### config.mk
export PLATFORM = sky130hd
export DESIGN_NAME = pwm_multi_ctrl
export DESIGN_NICKNAME = d
export VERILOG_FILES = /design/src/rtl/pwm_pkg.sv /design/src/rtl/pwm_channel.sv /design/src/rtl/pwm_multi_ctrl.sv
export SDC_FILE = /design/constraint.sdc
export NUM_CORES = 1
export LEC_CHECK = 0
export CAP_MARGIN = 10
export CORE_ASPECT_RATIO = 0.8
export CORE_MARGIN = 3
export CORE_UTILIZATION = 50
export CTS_CLUSTER_DIAMETER = 200
export DETAILED_ROUTE_END_ITERATION = 8
export GPL_TIMING_DRIVEN = 0
export MAX_ROUTING_LAYER = met4
export PLACE_DENSITY = 0.73
export SETUP_SLACK_MARGIN = 0.05
export SKIP_CTS_REPAIR_TIMING = 1
export SLEW_MARGIN = 20
export SYNTH_ARGS = -nofsm -noshare
export SYNTH_HDL_FRONTEND = slang
export SYNTH_SLANG_ARGS = --single-unit
export TNS_END_PERCENT = 50
### constraint.sdc
create_clock -name clk -period 2.7 [get_ports clk]
set_input_delay 0.405 -clock clk [delete_from_list [all_inputs] [get_ports clk]]
set_output_delay 0.405 -clock clk [all_outputs]
set_load 0.005 [all_outputs]
### src/rtl/pwm_pkg.sv
// Shared constants and channel state type for the multi-channel PWM controller.
package pwm_pkg;

  localparam int DUTY_MAX  = 100;
  localparam int DUTY_W    = 7;
  localparam int PHASE_MAX = 99;

  typedef enum logic [1:0] {
    IDLE,
    RUN,
    STOPPING
  } ch_state_e;

endpackage

### src/rtl/pwm_channel.sv
// One PWM channel: target/effective duty, start/stop FSM and phase comparator.
// With PWM_RAMP_EN defined the effective duty ramps one step every RAMP_PERIODS periods.
module pwm_channel
  import pwm_pkg::*;
#(
  parameter int DUTY_STEP = 10
`ifdef PWM_RAMP_EN
  , parameter int RAMP_PERIODS = 4
`endif
) (
  input  logic              clk,
  input  logic              rst,
  input  logic              sel_i,
  input  logic              inc_i,
  input  logic              dec_i,
  input  logic              start_i,
  input  logic              stop_i,
  input  logic              boundary_i,
  input  logic [DUTY_W-1:0] phase_i,
  output logic              pwm_o,
  output logic              running_o,
  output logic [DUTY_W-1:0] target_o,
  output logic [DUTY_W-1:0] eff_o
);

  localparam logic [7:0] STEP = 8'(DUTY_STEP);
  localparam logic [7:0] MAX8 = 8'(DUTY_MAX);

  ch_state_e         state_q, state_d;
  logic [DUTY_W-1:0] target_q, target_d;
  logic [DUTY_W-1:0] eff_q, eff_d, goal;
  logic [7:0]        tgt_up, tgt_dn;
  logic              pwm_q, running_q;
  logic              start_ok, stop_ok;

`ifdef PWM_RAMP_EN
  localparam int RW = $clog2(RAMP_PERIODS + 1);
  logic [RW-1:0] ramp_q, ramp_d;
  logic          ramp_due;
  logic [7:0]    eff_up, eff_dn;
  assign ramp_due = (ramp_q == RW'(RAMP_PERIODS - 1));
`endif

  // Stop dominates a simultaneous start
  assign start_ok = sel_i && start_i && !stop_i;
  assign stop_ok  = sel_i && stop_i;

  always_comb begin
    tgt_up   = {1'b0, target_q} + STEP;
    tgt_dn   = {1'b0, target_q} - STEP;
    target_d = target_q;
    if (sel_i && inc_i && !dec_i)
      target_d = (tgt_up > MAX8) ? DUTY_W'(DUTY_MAX) : tgt_up[DUTY_W-1:0];
    else if (sel_i && dec_i && !inc_i)
      target_d = tgt_dn[7] ? '0 : tgt_dn[DUTY_W-1:0];
  end

  always_ff @(posedge clk or negedge rst) begin
    if (!rst) target_q <= '0;
    else      target_q <= target_d;
  end

  always_comb begin
    goal  = (state_q == RUN) ? target_q : '0;
    eff_d = eff_q;
`ifdef PWM_RAMP_EN
    eff_up = {1'b0, eff_q} + STEP;
    eff_dn = {1'b0, eff_q} - STEP;
`endif
    if (state_q == IDLE) begin
      eff_d = '0;
    end else if (boundary_i) begin
`ifdef PWM_RAMP_EN
      if (ramp_due) begin
        if (eff_q < goal)
          eff_d = (eff_up > {1'b0, goal}) ? goal : eff_up[DUTY_W-1:0];
        else if (eff_dn[7] || (eff_dn[DUTY_W-1:0] < goal))
          eff_d = goal;
        else
          eff_d = eff_dn[DUTY_W-1:0];
      end
`else
      eff_d = goal;
`endif
    end

    state_d = state_q;
    case (state_q)
      IDLE:     if (start_ok) state_d = RUN;
      RUN:      if (stop_ok) state_d = STOPPING;
      STOPPING: begin
        if (start_ok)                        state_d = RUN;
        else if (boundary_i && eff_d == '0)  state_d = IDLE;
      end
      default:  state_d = IDLE;
    endcase

`ifdef PWM_RAMP_EN
    ramp_d = ramp_q;
    if (state_d != state_q)
      ramp_d = '0;
    else if (boundary_i && state_q != IDLE)
      ramp_d = ramp_due ? '0 : ramp_q + RW'(1);
`endif
  end

  // Effective duty only moves at a boundary, so every pulse is full width
  always_ff @(posedge clk or negedge rst) begin
    if (!rst) begin
      state_q   <= IDLE;
      eff_q     <= '0;
      pwm_q     <= 1'b0;
      running_q <= 1'b0;
`ifdef PWM_RAMP_EN
      ramp_q    <= '0;
`endif
    end else begin
      state_q   <= state_d;
      eff_q     <= eff_d;
      pwm_q     <= (phase_i < eff_q);
      running_q <= (state_d != IDLE);
`ifdef PWM_RAMP_EN
      ramp_q    <= ramp_d;
`endif
    end
  end

  assign pwm_o     = pwm_q;
  assign running_o = running_q;
  assign target_o  = target_q;
  assign eff_o     = eff_q;

endmodule

### src/rtl/pwm_multi_ctrl.sv
// Multi-channel PWM controller: shared prescaler/phase timebase, channel select decode
// and readback mux. Optional duty ramping is enabled by defining PWM_RAMP_EN.
module pwm_multi_ctrl
  import pwm_pkg::*;
#(
  parameter int CHANNELS     = 4,
  parameter int CH_W         = 2,
  parameter int PRESCALE     = 500,
  parameter int DUTY_STEP    = 10,
  parameter int RAMP_PERIODS = 4
) (
  input  logic                clk,
  input  logic                rst,
  input  logic [CH_W-1:0]     ch_sel,
  input  logic                btn_increase,
  input  logic                btn_decrease,
  input  logic                btn_start,
  input  logic                btn_stop,
  output logic [CHANNELS-1:0] pwm_out,
  output logic [CHANNELS-1:0] motor_running,
  output logic [DUTY_W-1:0]   duty_target_sel,
  output logic [DUTY_W-1:0]   duty_eff_sel,
  output logic                period_start
);

  localparam int PS_W = (PRESCALE > 1) ? $clog2(PRESCALE) : 1;

  logic [PS_W-1:0]   presc_q;
  logic [DUTY_W-1:0] phase_q;
  logic              period_start_q;
  logic              tick, boundary, sel_valid;
  logic [CHANNELS-1:0] sel_hit;
  logic [DUTY_W-1:0] target_arr [CHANNELS];
  logic [DUTY_W-1:0] eff_arr    [CHANNELS];

  assign tick      = (presc_q == PS_W'(PRESCALE - 1));
  assign boundary  = tick && (phase_q == DUTY_W'(PHASE_MAX));
  assign sel_valid = ({{(32-CH_W){1'b0}}, ch_sel} < 32'(CHANNELS));

  always_ff @(posedge clk or negedge rst) begin
    if (!rst) begin
      presc_q        <= '0;
      phase_q        <= '0;
      period_start_q <= 1'b0;
    end else begin
      presc_q        <= tick ? '0 : presc_q + PS_W'(1);
      if (tick)
        phase_q <= (phase_q == DUTY_W'(PHASE_MAX)) ? '0 : phase_q + DUTY_W'(1);
      period_start_q <= boundary;
    end
  end

  assign period_start = period_start_q;

  for (genvar i = 0; i < CHANNELS; i++) begin : g_ch
    assign sel_hit[i] = sel_valid && (ch_sel == CH_W'(i));

    pwm_channel #(
      .DUTY_STEP(DUTY_STEP)
`ifdef PWM_RAMP_EN
      , .RAMP_PERIODS(RAMP_PERIODS)
`endif
    ) u_ch (
      .clk        (clk),
      .rst        (rst),
      .sel_i      (sel_hit[i]),
      .inc_i      (btn_increase),
      .dec_i      (btn_decrease),
      .start_i    (btn_start),
      .stop_i     (btn_stop),
      .boundary_i (boundary),
      .phase_i    (phase_q),
      .pwm_o      (pwm_out[i]),
      .running_o  (motor_running[i]),
      .target_o   (target_arr[i]),
      .eff_o      (eff_arr[i])
    );
  end

`ifndef PWM_RAMP_EN
  // Ramp configuration is inert in this build
  logic ramp_cfg_unused;
  assign ramp_cfg_unused = (RAMP_PERIODS < 1);
`endif

  always_comb begin
    duty_target_sel = '0;
    duty_eff_sel    = '0;
    for (int i = 0; i < CHANNELS; i++) begin
      if (sel_hit[i]) begin
        duty_target_sel = target_arr[i];
        duty_eff_sel    = eff_arr[i];
      end
    end
  end

endmodule

==> results.py <==
metrics = {
    "outcome": {
        "status": "complete, no violations",
    },
    "clocking": {
        "clkSlewWorstSetupHoldPaths_ns": 0.07,
        "cts_buffers": 9,
        "clockBufferDepth": 2,
        "cts_root_buf": "clkbuf_16",
        "cts_tree": "yes",
        "worstSkewPairLatency_ns": 0.34,
        "cts_sinks": 85,
        "htreeDepth": 3,
    },
    "routing": {
        "drtIter0Drc": 676,
        "drcViolationCount": 0,
        "wire_per_inst_um": 19.5,
        "drt-pass1-iter-count": 5,
        "ant_nets": 0,
        "via_per_inst": 6.53,
        "wirelength_mm": 17.5,
        "vias": 5853,
    },
    "worst_setup_path": {
        "cp_slowest_cell": "clkbuf_1",
        "cp_top_family": "compound AO/OA/AOI/OAI gates",
        "reg2reg_depth": 7,
        "crit_cells": 7,
        "crit_fanout": 10,
        "critPathKind": "reg -> reg",
        "end_kind": "register",
        "crit_buf_inv": 2,
        "r2r-start": "g_ch[0].u_ch.target_o[1]",
        "start_kind": "register",
        "crit_required_ns": 2.95,
        "cp.arrival_ns": 2.83,
        "crit_chain": "clkbuf_1 -> inv_1 -> ha_1 -> o41a_1 -> a21oi_1 -> nand2_1 -> a22oi_1",
        "r2r_end": "g_ch[0].u_ch.target_o[4]",
        "r2r_slack_ns": 0.13,
        "slowest_delay_ns": 0.47,
    },
    "sta": {
        "finalCritPeriodShare_pct": 95.3,
        "worst_pin_slew_ns": 0.610,
        "min_period_ns": 2.57,
        "rsz0062_at_grt": "yes",
        "worst_clock_skew_ns": 0.00858,
        "hold_viol": 0,
        "drv_slew": 0,
        "setup_ws_ns": 0.126,
        "max_freq_mhz": 388,
        "setup-violations-final": 0,
        "maxSlewHeadroom_pct": 59.4,
    },
    "global_route": {
        "grt_pass1_wl_mm": 28.0,
        "grt_max_degree": 53,
        "antenna_found_initial": 0,
        "grtUsageTotal_pct": 26.4,
        "overflow": 0,
        "grt_pass1_vias": 5401,
    },
    "power": {
        "powerDensity_mw_per_mm2": 812,
        "p_leak_uw": 0.00293,
        "vdd_ir_drop_max_uv": 433,
    },
    "synth": {
        "ys_warn_count": 0,
        "synth_seq_cells": 85,
        "synth_edf_count": 0,
        "synth_top_area_share_pct": 34.3,
        "syn_nets": 742,
        "ys_seq_area_share_pct": 34.3,
        "synthCells": 700,
        "synth_area_leaders": "dfrtp_1, ha_1, mux4_2",
        "syn_area_per_cell_sq_um": 8.87,
        "synth_area_leader_cell": "dfrtp_1",
        "netlist_area_sq_mm": 0.00621,
        "ys.flop_type": "dfrtp_1",
        "async_flop_share_pct": 100,
        "yosys.cell_types.count": 72,
    },
    "job": {
        "maxCapViolCount": 0,
    },
    "place": {
        "dpl.hpwl_mm": 12.7,
        "pre_cts_slack_ns": -0.536,
        "place_inst": 876,
        "finalWeightedCongestion": 0.982,
        "port_buffers": 27,
    },
    "floorplanning": {
        "dieArea_sq_mm": 0.0138,
        "die_h_um": 106,
        "fp-row-count": 35,
        "core_sq_mm": 0.0118,
        "initial_core_util_pct": 52.5,
        "boundaryPins": 31,
        "die_w_um": 131,
    },
    "layout": {
        "antenna_cells": 0,
        "num-nets-final": 786,
        "multi_input_area_sq_mm": 0.00364,
        "finalNonFillerCells": 896,
        "syn_to_final_growth_pct": 13.3,
        "utilization_pct": 59.5,
        "drive_above_1_share_pct": 12.0,
        "nFillCells": 1020,
        "seqCellArea_sq_mm": 0.00213,
    },
    "worst_hold_path": {
        "hold_class": "in -> async",
    },
}
==> per-stage QoR <==
stage                     hold WS (ns)  area [sq um]  power (uW)  setup TNS [ns]
after floorplan                  0.109          6210        3650               0
after global routing            0.0353          7030        6060               0
after CTS                       0.0307          6960        5640           -4.29
final                           0.0158          7030        5710               0
after global placement           0.445          6660        4390         -162.54
after detailed placement         0.399          6690        4470           -4.18
==> placed cells by master (no fill, tap or decap), types with 19 or more instances in the layout <==
cell	synthesis	routed
clkdlybuf4s50_1	0	24
clkbuf_1	21	20
a22o_1	22	22
nand3_1	19	19
a21oi_1	43	43
dfrtp_1	85	85
ha_1	34	34
nor2_1	59	59
inv_1	43	43
nand2_1	48	48
o21ai_0	57	57
==> worst reg2reg max path: stages (launching register included) <==
cell and delay (ns):
dfrtp_1 0.38, clkbuf_1 0.47, inv_1 0.12, ha_1 0.38
o41a_1 0.41, a21oi_1 0.40, nand2_1 0.10, a22oi_1 0.22
==> cell type report <==
| cell class | count | area share [%] |
|---|---|---|
| Timing Repair Buffer | 33 | 4.81 |
| Tap cell | 148 | 2.63 |
| Clock inverter | 6 | 0.694 |
| Sequential cell | 85 | 30.3 |
| Multi-Input combinational cell | 518 | 51.8 |
| Buffer | 53 | 4.25 |
| Clock buffer | 9 | 3.20 |
| Inverter | 44 | 2.35 |
==> power breakdown <==
| group | switching [uW] | leakage, uW | internal, uW | total (uW) |
|---|---|---|---|---|
| combinational | 1720 | 0.00170 | 1100 | 2820 |
| sequential | 231 | 0.00111 | 1490 | 1720 |
| clock | 537 | 0.000124 | 624 | 1160 |
| total | 2490 | 0.00293 | 3210 | 5710 |
==> state kept, by name, summed over array words and instances, names as in the netlist <==
name	count
phase_q	7
period_start	1
g_ch.u_ch.eff_o	28
g_ch.u_ch.state_q	8
g_ch.u_ch.pwm_o	4
presc_q	9
g_ch.u_ch.running_o	4
g_ch.u_ch.target_o	24
==> cells by family after synthesis <==
logic type | share of synthesized area [%]
AND/OR/NAND/NOR | 18.3
XOR/XNOR | 2.26
adder cells (fa/ha/maj) | 6.85
flip-flops | 34.3
buffers and inverters | 7.04
other | 0.0604
AO/OA/AOI/OAI | 25.4
multiplexers | 5.77
==> synthesized netlist by cell type, types with 4 or more instances <==
library cell  number
dfrtp_1           85
nor2_1            59
o21ai_0           57
nand2_1           48
a21oi_1           43
inv_1             43
ha_1              34
a22o_1            22
clkbuf_1          21
nand3_1           19
buf_2             18
a31oi_1           17
nand2b_1          17
nor3_1            15
nor2b_1           14
a32o_1            13
mux4_2            13
buf_4             11
a211oi_1          10
a22oi_1            9
xnor2_1            9
and2_1             8
xor2_1             7
a21o_1             6
nand4_1            6
o211ai_1           6
o21a_1             6
o31ai_1            5
mux2_2             4
o22ai_1            4
o41ai_1            4
==> how the worst max path moves through the flow <==
stage                        startpoint                        to  slack (ns)
3_5_place_dp                  ch_sel[0]        duty_target_sel[2]       -0.54
5_1_grt        g_ch[0].u_ch.target_o[1]  g_ch[0].u_ch.target_o[3]       0.003
4_1_cts                       ch_sel[0]        duty_target_sel[2]       -0.54
6_report       g_ch[0].u_ch.target_o[1]  g_ch[0].u_ch.target_o[4]        0.13
3_3_place_gp                        rst              period_start       -1.87
2_1_floorplan  g_ch[1].u_ch.target_o[2]  g_ch[1].u_ch.target_o[4]        0.47
==> per-layer routing <==
metal  vias to the layer above  global-route usage, %  routed length (um)
met4                         0                   7.71                 328
met2                       285                   37.8                7750
met3                        36                   5.72                1570
met1                      2875                   37.6                7830
li1                       2657                      -                   -
met5                         -                      -                   0
No activity file was read; power rests on OpenSTA's default activity.
